<file path="src/rtl/net_pair_fifo.sv">
// Circular pair buffer that feeds the two-net connector. It uses the __ENA/__RDY handshake,
// has no bypass path, and keeps a sticky protocol-violation flag.
module net_pair_fifo #(
    parameter int DEPTH = 4,
    parameter int WIDTH = 1,
    localparam int CW = $clog2(DEPTH + 1)
) (
    input  logic             CLK,
    input  logic             nRST,
    input  logic             enq__ENA,
    output logic             enq__RDY,
    input  logic [WIDTH-1:0] enq_v1,
    input  logic [WIDTH-1:0] enq_v2,
    input  logic             deq__ENA,
    output logic             deq__RDY,
    output logic [WIDTH-1:0] first1,
    output logic [WIDTH-1:0] first2,
    output logic [CW-1:0]    count,
    output logic             err
);

    localparam int PW = $clog2(DEPTH);
    localparam logic [CW-1:0] FULL = CW'(DEPTH);

    logic [WIDTH-1:0] mem1 [DEPTH];
    logic [WIDTH-1:0] mem2 [DEPTH];
    logic [PW-1:0]    rd_ptr;
    logic [PW-1:0]    wr_ptr;
    logic             enq_ok;
    logic             deq_ok;
    logic             bad_op;

    // Readiness comes from registered occupancy only, so a full FIFO cannot accept in the same edge it drains.
    assign enq__RDY = (count != FULL);
    assign deq__RDY = (count != '0);

    assign enq_ok = enq__ENA & enq__RDY;
    assign deq_ok = deq__ENA & deq__RDY;
    assign bad_op = (enq__ENA & ~enq__RDY) | (deq__ENA & ~deq__RDY);

    assign first1 = deq__RDY ? mem1[rd_ptr] : '0;
    assign first2 = deq__RDY ? mem2[rd_ptr] : '0;

    always_ff @(posedge CLK or posedge nRST) begin
        if (nRST) begin
            rd_ptr <= '0;
            wr_ptr <= '0;
            count  <= '0;
            err    <= 1'b0;
            for (int i = 0; i < DEPTH; i++) begin
                mem1[i] <= '0;
                mem2[i] <= '0;
            end
        end else begin
            if (enq_ok) begin
                mem1[wr_ptr] <= enq_v1;
                mem2[wr_ptr] <= enq_v2;
                wr_ptr       <= wr_ptr + 1'b1;
            end
            if (deq_ok)
                rd_ptr <= rd_ptr + 1'b1;
            if (enq_ok && !deq_ok)
                count <= count + 1'b1;
            else if (deq_ok && !enq_ok)
                count <= count - 1'b1;
            if (bad_op)
                err <= 1'b1;
        end
    end

endmodule

</file>
<file path="config.mk">
export PLATFORM = sky130hd
export DESIGN_NAME = net_pair_fifo
export DESIGN_NICKNAME = d
export VERILOG_FILES = /design/src/rtl/net_pair_fifo.sv
export SDC_FILE = /design/constraint.sdc
export NUM_CORES = 1
export LEC_CHECK = 0
export BUFFER_PORTS_ARGS = -buffer_cell sky130_fd_sc_hd__buf_2
export CORE_ASPECT_RATIO = 1.1
export CORE_MARGIN = 2
export CORE_UTILIZATION = 35
export CTS_CLUSTER_SIZE = 25
export DETAILED_ROUTE_END_ITERATION = 16
export PLACE_DENSITY_LB_ADDON = 0.15
export RECOVER_POWER = 100
export SYNTH_ARGS = -nofsm -noshare
export SYNTH_HDL_FRONTEND = slang
export SYNTH_SLANG_ARGS = --single-unit
</file>
<file path="constraint.sdc">
create_clock -name CLK -period 2.3 [get_ports CLK]
set_clock_uncertainty 0.2 [all_clocks]
set_input_delay 0.115 -clock CLK [delete_from_list [all_inputs] [get_ports CLK]]
set_output_delay 0.115 -clock CLK [all_outputs]
set_load 0.02 [all_outputs]
</file>
==> reports/metrics.yaml, run 1 <==
status:
  outcome: "complete, no violations"
routing:
  ant_nets: 0
  wl_per_cell_um: 12.0
  drt-pass1-iter-count: 4
  drt_iter0_drc: 5
  avgViaCountPerCell: 4.39
  vias: 527
  wl_um: 1440
  drc: 0
setup_path:
  rrSetupSlack_ns: 0.16
  crit_chain: "buf_4, nor3b_4, nor2b_2, ha_2, inv_1, fa_1, mux2_2"
  r2r-end: "count[1]"
  crit_required_ns: 2.28
  endpoint_kind: "register"
  cp.buffers_inverters: 2
  crit_family: "adder cells"
  cp_slowest_cell: "dfrtp_2"
  critPathArrivalTime_ns: 2.11
  rr_startpoint: "count[0]"
  reg2reg_depth: 7
  startpoint_type: "register"
  crit_path_max_incr_delay_ns: 0.44
  cp_num_cells: 7
  critPathKind: "reg -> reg"
  crit_path_max_fanout: 3
cts:
  cts_max_level: 1
  cts_inserted_buffers: 3
  cts.clk_slew.worst_paths_ns: 0.09
  clock_path_buffers: 2
  cts_tree: "built"
  cts_root_buf: "clkbuf_4"
  clkSinkCount: 16
  clock_latency_ns: 0.28
timing:
  fin_setup_tns_ns: 0
  finalCritPeriodShare_pct: 92.9
  setup_viol: 0
  max_freq_ghz: 0.468
  hold_viol: 0
  layout_min_cycle_time_ns: 2.14
  slew_headroom_pct: 60.1
  maxSlewViolCount: 0
  worst_pin_slew_ns: 0.599
  rsz0062_at_grt: "no"
grt:
  grt-ovfl-total: 0
  grt_pass1_wl_um: 2480
  grt_pass1_vias: 536
  grt_usage_pct: 12.7
  antenna_found_initial: 0
  grt_max_degree: 17
finish:
  final_area_um2: 1060
  fill_cells: 215
  seq_area_um2: 404
  drive_gt1_share_pct: 44.4
  syn_to_final_growth_pct: 29.8
  nets: 103
  final_cells: 120
  multi_input_area_um2: 404
  diodes: 0
power_and_ir_drop:
  power_frac_clock_pct: 12.3
  p_sw_share_pct: 37.4
  switching_power_uw: 556
  power.density_nw_per_um2: 1410
  pwr-share-comb_pct: 50.5
  seqPwrFrac_pct: 37.2
  p_int_uw: 932
  ir_drop_uv: 805
  p_leak_nw: 0.475
synthesis:
  ys_top_cells_by_count: "16 x dfrtp_1, 10 x mux2_2, 6 x inv_1"
  async_flop_share_pct: 100
  yosys.area.top_type_share_pct: 49.2
  avgSynthCellArea_um2: 12.9
  yosysUniqueCellTypes: 16
  yosysWarnings: 0
  synth_edf_count: 0
  synth_area_um2: 813
  synth.most_common_cell: "dfrtp_1"
  synth.ff_latch_count: 16
  synth_top_flop_cell: "dfrtp_1"
  yosys.area.top_type: "dfrtp_1"
  synth_seq_area_share_pct: 49.2
  synthTopCellsByArea: "dfrtp_1 49%, mux2_2 14%, ha_1 7.7%"
  syn-num-nets: 75
  synth_cells: 63
place:
  hpwl_um: 1100
  routabilityCongestion: 0.655
  port_buffers: 13
  dpl-instance-area_um2: 940
  placedCellCount: 109
floorplan:
  dieArea_um2: 2730
  initial_core_util_pct: 36.5
  chipWidth_um: 50.0
  core_um2: 2230
  die_h_um: 54.6
  std_cell_rows: 18
  num_io_pins: 14
worst_hold_path:
  worstHoldPathType: "in -> reg"
  min_from: "enq__ENA"
  min_path_cells: 3
  hold_path_end: "wr_ptr[0]"
job:
  max_cap_viol_count: 0
-- cells by family (layout without fill, tap and decap cells) --
group	Yosys count	count (layout)	share of synthesized area [%]
buffers and inverters	6	33	2.77
xor gates and xnor gates	6	6	6.46
and+or+nand+nor	16	16	10.8
muxes	12	12	19.4
AOI/OAI and AO/OA	1	1	1.23
adders and majority gates	6	6	10.2
DFF	16	16	49.2
-- per-layer routing --
metal	share of wire, %	global-route usage (%)
met2	47	20.0
met4	0.83	8.33
met3	3.8	2.73
met1	48	16.2
met5	0	0
-- power groups by stage --
stage          combinational (mW)  sequential (mW)  clock [mW]
3_5_place_dp                0.710            0.553           0
6_report                    0.752            0.553       0.184
2_1_floorplan               0.488            0.566           0
4_1_cts                     0.718            0.547       0.196
5_1_grt                     0.839            0.576       0.208
3_3_place_gp                0.698            0.548           0
-- layout by cell type, fill, tap and decap left out, types with 2 or more instances in the layout --
cell type / count
and2_1: 2
buf_2: 12
buf_4: 5
clkbuf_4: 3
dfrtp_1: 13
dfrtp_2: 3
dlygate4sd3_1: 5
ha_1: 4
inv_1: 6
mux2_2: 10
mux4_2: 2
nand2_1: 5
nor2_1: 5
xnor2_1: 4
xor2_1: 2
-- layout make-up --
cell class | instances | area share, %
Timing Repair Buffer | 23 | 14.3
Sequential cell | 16 | 38.3
Clock buffer | 4 | 3.44
Tap cell | 30 | 3.55
Inverter | 6 | 2.13
Multi-Input combinational cell | 41 | 38.3
-- per-stage QoR --
step	util (%)	power [mW]	worst slack, ns	hold WS [ns]
after detailed placement	42.1	1.26	0.0957	0.0176
after floorplan	-	1.05	0.0257	-0.171
after CTS	46.0	1.46	0.0722	0.0984
after global placement	42.1	1.25	0.118	0.0302
after global routing	47.4	1.62	0.000802	0.101
final	47.4	1.49	0.162	0.113
-- registers in the layout, indices dropped and copies added (netlist names) --
signal,cells
err,1
rd_ptr,2
wr_ptr,2
mem2,4
count,3
mem1,4
-- worst register-to-register path: cells and delay by family (launching register included) --
family / cells / cell delay, ns
adder cells (fa/ha/maj): 2 / 0.61
flip-flops: 1 / 0.44
buffers and inverters: 2 / 0.21
AND/OR/NAND/NOR: 2 / 0.30
multiplexers: 1 / 0.27
-- timing repair --
item | CTS | global route
setup endpoints to repair | 0 | 2
hold endpoints to repair | 27 | 0
gates resized for setup | 0 | 5
hold buffers | 5 | 0
setup buffers | 0 | 2
-- worst max path at each step --
stage                     startpoint  endpoint  slack (ns)
after floorplan             count[2]  count[2]        0.03
after global placement      count[1]  count[2]        0.12
after detailed placement    count[1]  count[2]         0.1
after CTS                   count[2]  count[2]        0.07
after global routing        count[2]  count[2]      0.0008
final                       count[0]  count[1]        0.16
(Power assumes the default switching activity.)
==> run 2: changes to the inputs <==
--- a/config.mk
+++ b/config.mk
@@ -5,12 +5,12 @@
 export SDC_FILE = /design/constraint.sdc
 export NUM_CORES = 1
 export LEC_CHECK = 0
-export BUFFER_PORTS_ARGS = -buffer_cell sky130_fd_sc_hd__buf_2
 export CORE_ASPECT_RATIO = 1.1
 export CORE_MARGIN = 2
-export CORE_UTILIZATION = 35
+export CORE_UTILIZATION = 53
 export CTS_CLUSTER_SIZE = 25
 export DETAILED_ROUTE_END_ITERATION = 16
+export DONT_BUFFER_PORTS = 1
 export PLACE_DENSITY_LB_ADDON = 0.15
 export RECOVER_POWER = 100
 export SYNTH_ARGS = -nofsm -noshare
==> run 2 against run 1 <==
Register-to-register slack worse by 0.06 ns. Worst hold slack improved by 0.030 ns. Non-clock buffer count fell by 9. Utilization rose by 23 points. Cell count decreased by 19%. Clock-buffer cell count is the same. Routed wire length decreased by 6.7%. Total power is 6.2% lower. Die area shrank 32%. Via count is 5.5% lower. Design area shrank 6.6%. Largest power group unchanged.
==> reports/metrics.yaml, run 2 (same netlist as run 1, synthesis figures left out) <==
floorplan:
  chipWidth_um: 41.4  # was 50.0 um
  die_h_um: 45.1  # was 54.6 um
  dieArea_um2: 1860  # was 2730 um2
  core_um2: 1400  # was 2230 um2
  std_cell_rows: 14  # was 18
  initial_core_util_pct: 58.0  # was 36.5%
  num_io_pins: 14  # unchanged
cts:
  clock_latency_ns: 0.28  # about the same
  cts_root_buf: "clkbuf_4"  # unchanged
  cts.clk_slew.worst_paths_ns: 0.09  # about the same
  cts_inserted_buffers: 3  # unchanged
  cts_max_level: 1  # unchanged
  clock_path_buffers: 2  # unchanged
  cts_tree: "built"  # unchanged
  clkSinkCount: 16  # unchanged
  post_cts_buffers: 0  # unchanged
timing:
  hold_viol: 0  # unchanged
  maxSlewViolCount: 0  # unchanged
  layout_min_cycle_time_ns: 2.20  # was 2.14 ns
  layout_setup_ws_ns: 0.103  # was 0.162 ns
  slew_headroom_pct: 59.6  # was 60.1%
  setup_viol: 0  # unchanged
  max_freq_ghz: 0.455  # was 0.468 GHz
  finalCritPeriodShare_pct: 95.5  # was 92.9%
  worst_pin_slew_ns: 0.606  # was 0.599 ns
setup_path:
  crit_path_max_fanout: 6  # was 3
  crit_path_start: "count[0]"  # unchanged
  rr_startpoint: "count[0]"  # unchanged
  critPathArrivalTime_ns: 2.16  # was 2.11 ns
  r2r-end: "mem1[0]"  # was count[1]
  critPathKind: "reg -> reg"  # unchanged
  rrSetupSlack_ns: 0.10  # was 0.16 ns
  startpoint_type: "register"  # unchanged
  crit_required_ns: 2.27  # was 2.28 ns
  reg2reg_depth: 6  # was 7
  endpoint_kind: "register"  # unchanged
place:
  port_buffers: 0  # was 13
  dpl-instance-area_um2: 880  # was 940 um2
  routabilityCongestion: 0.684  # was 0.655
  hpwl_um: 1030  # was 1100 um
  post-place-ws_ns: 0.111  # was 0.0957 ns
finish:
  nets: 94  # was 103
  syn_to_final_growth_pct: 21.2  # was 29.8%
  final_area_um2: 986  # was 1060 um2
  diodes: 0  # unchanged
  layout_common_cells: "15 x dfrtp_1, 10 x mux2_2, 8 x dlygate4sd3_1"  # was 13 x dfrtp_1, 12 x buf_2, 10 x mux2_2
  layout_commonest_cell: "dfrtp_1"  # unchanged
  top_regs: "mem1 x4, mem2 x4, count x3"  # unchanged
  drive_gt1_share_pct: 29.6  # was 44.4%
grt:
  grt_usage_pct: 18.6  # was 12.7%
  antenna_found_initial: 0  # unchanged
  grt_pass1_vias: 540  # was 536
  grt_pass1_wl_um: 2260  # was 2480 um
  grt_max_degree: 17  # unchanged
  grt-ovfl-total: 0  # unchanged
job:
  max_cap_viol_count: 0  # unchanged
routing:
  ant_nets: 0  # unchanged
  vias: 498  # was 527
  avgViaCountPerCell: 5.13  # was 4.39
  drc: 0  # unchanged
  drt_iter0_drc: 0  # was 5
  wl_um: 1340  # was 1440 um
  wl_per_cell_um: 13.9  # was 12.0 um
  drt-pass1-iter-count: 1  # was 4
power_and_ir_drop:
  p_leak_nw: 0.432  # was 0.475 nW
  ir_drop_uv: 748  # was 805 uV
  power.density_nw_per_um2: 1420  # was 1410 nW/um2
status:
  outcome: "complete, no violations"  # unchanged
worst_hold_path:
  worstHoldPathType: "in -> async"  # was in -> reg
-- run 2: cell count changes in the layout (fill, tap and decap cells not counted) --
cell	previous run	this run
clkbuf_1	1	3
buf_2	12	0
dfrtp_2	3	1
clkbuf_8	1	0
nor3_2	0	1
dlygate4sd3_1	5	8
dfrtp_1	13	15
buf_4	5	4
nor3_4	1	0
-- run 2: worst max-delay path by stage --
stage | to | slack, ns
3_5_place_dp | count[2] | 0.11
4_1_cts | count[2] | 0.08
3_3_place_gp | count[2] | 0.16
5_1_grt | count[2] | -0.01
2_1_floorplan | count[2] | 0.03
6_report | mem1[0] | 0.10
-- run 2: worst max-delay path: stages, from the launching register on --
cell	delay (ns)
dfrtp_2	0.42
buf_4	0.16
nor3b_4	0.22
buf_4	0.17
nor2_1	0.08
mux2_2	0.27
dlygate4sd3_1	0.56
-- run 2: per-stage QoR --
stage | total power, mW | instances | utilization, % | setup TNS [ns] | hold WS [ns]
floorplan | 1.05 | 63 | - | 0 | -0.171
global placement | 1.21 | 85 | 62.8 | 0 | -0.0930
detailed placement | 1.23 | 85 | 62.8 | 0 | -0.0863
CTS | 1.42 | 97 | 70.4 | 0 | 0.158
global route | 1.52 | 97 | 70.4 | -0.0119 | 0.201
finish | 1.40 | 97 | 70.4 | 0 | 0.143
-- run 2: layout make-up --
type	count	area (um2)
Tap cell	16	20.0
Timing Repair Buffer	14	118
Clock buffer	4	26.3
Fill cell	115	415
Multi-Input combinational cell	41	398
Sequential cell	16	402
Inverter	6	22.5
-- run 2: layer usage --
| layer | wire length, um | part of all wire (%) | global-route usage, % | up-vias |
|---|---|---|---|---|
| met3 | 58 | 4.3 | 4.43 | 0 |
| met2 | 683 | 51 | 30.6 | 9 |
| met4 | 0 | 0 | 5.81 | 0 |
| li1 | - | - | - | 245 |
| met1 | 603 | 45 | 23.5 | 244 |
| met5 | 0 | 0 | 0 | - |
-- run 2: power by group --
part	internal, mW	total (mW)	switching (mW)
clock network	0.0671	0.150	0.0832
registers	0.424	0.526	0.101
logic	0.374	0.721	0.346
total	0.866	1.40	0.531
-- run 2: timing repair --
item,CTS,global route
hold buffers,8,0
gates resized for setup,0,2
setup endpoints to repair,0,1
hold endpoints to repair,28,0
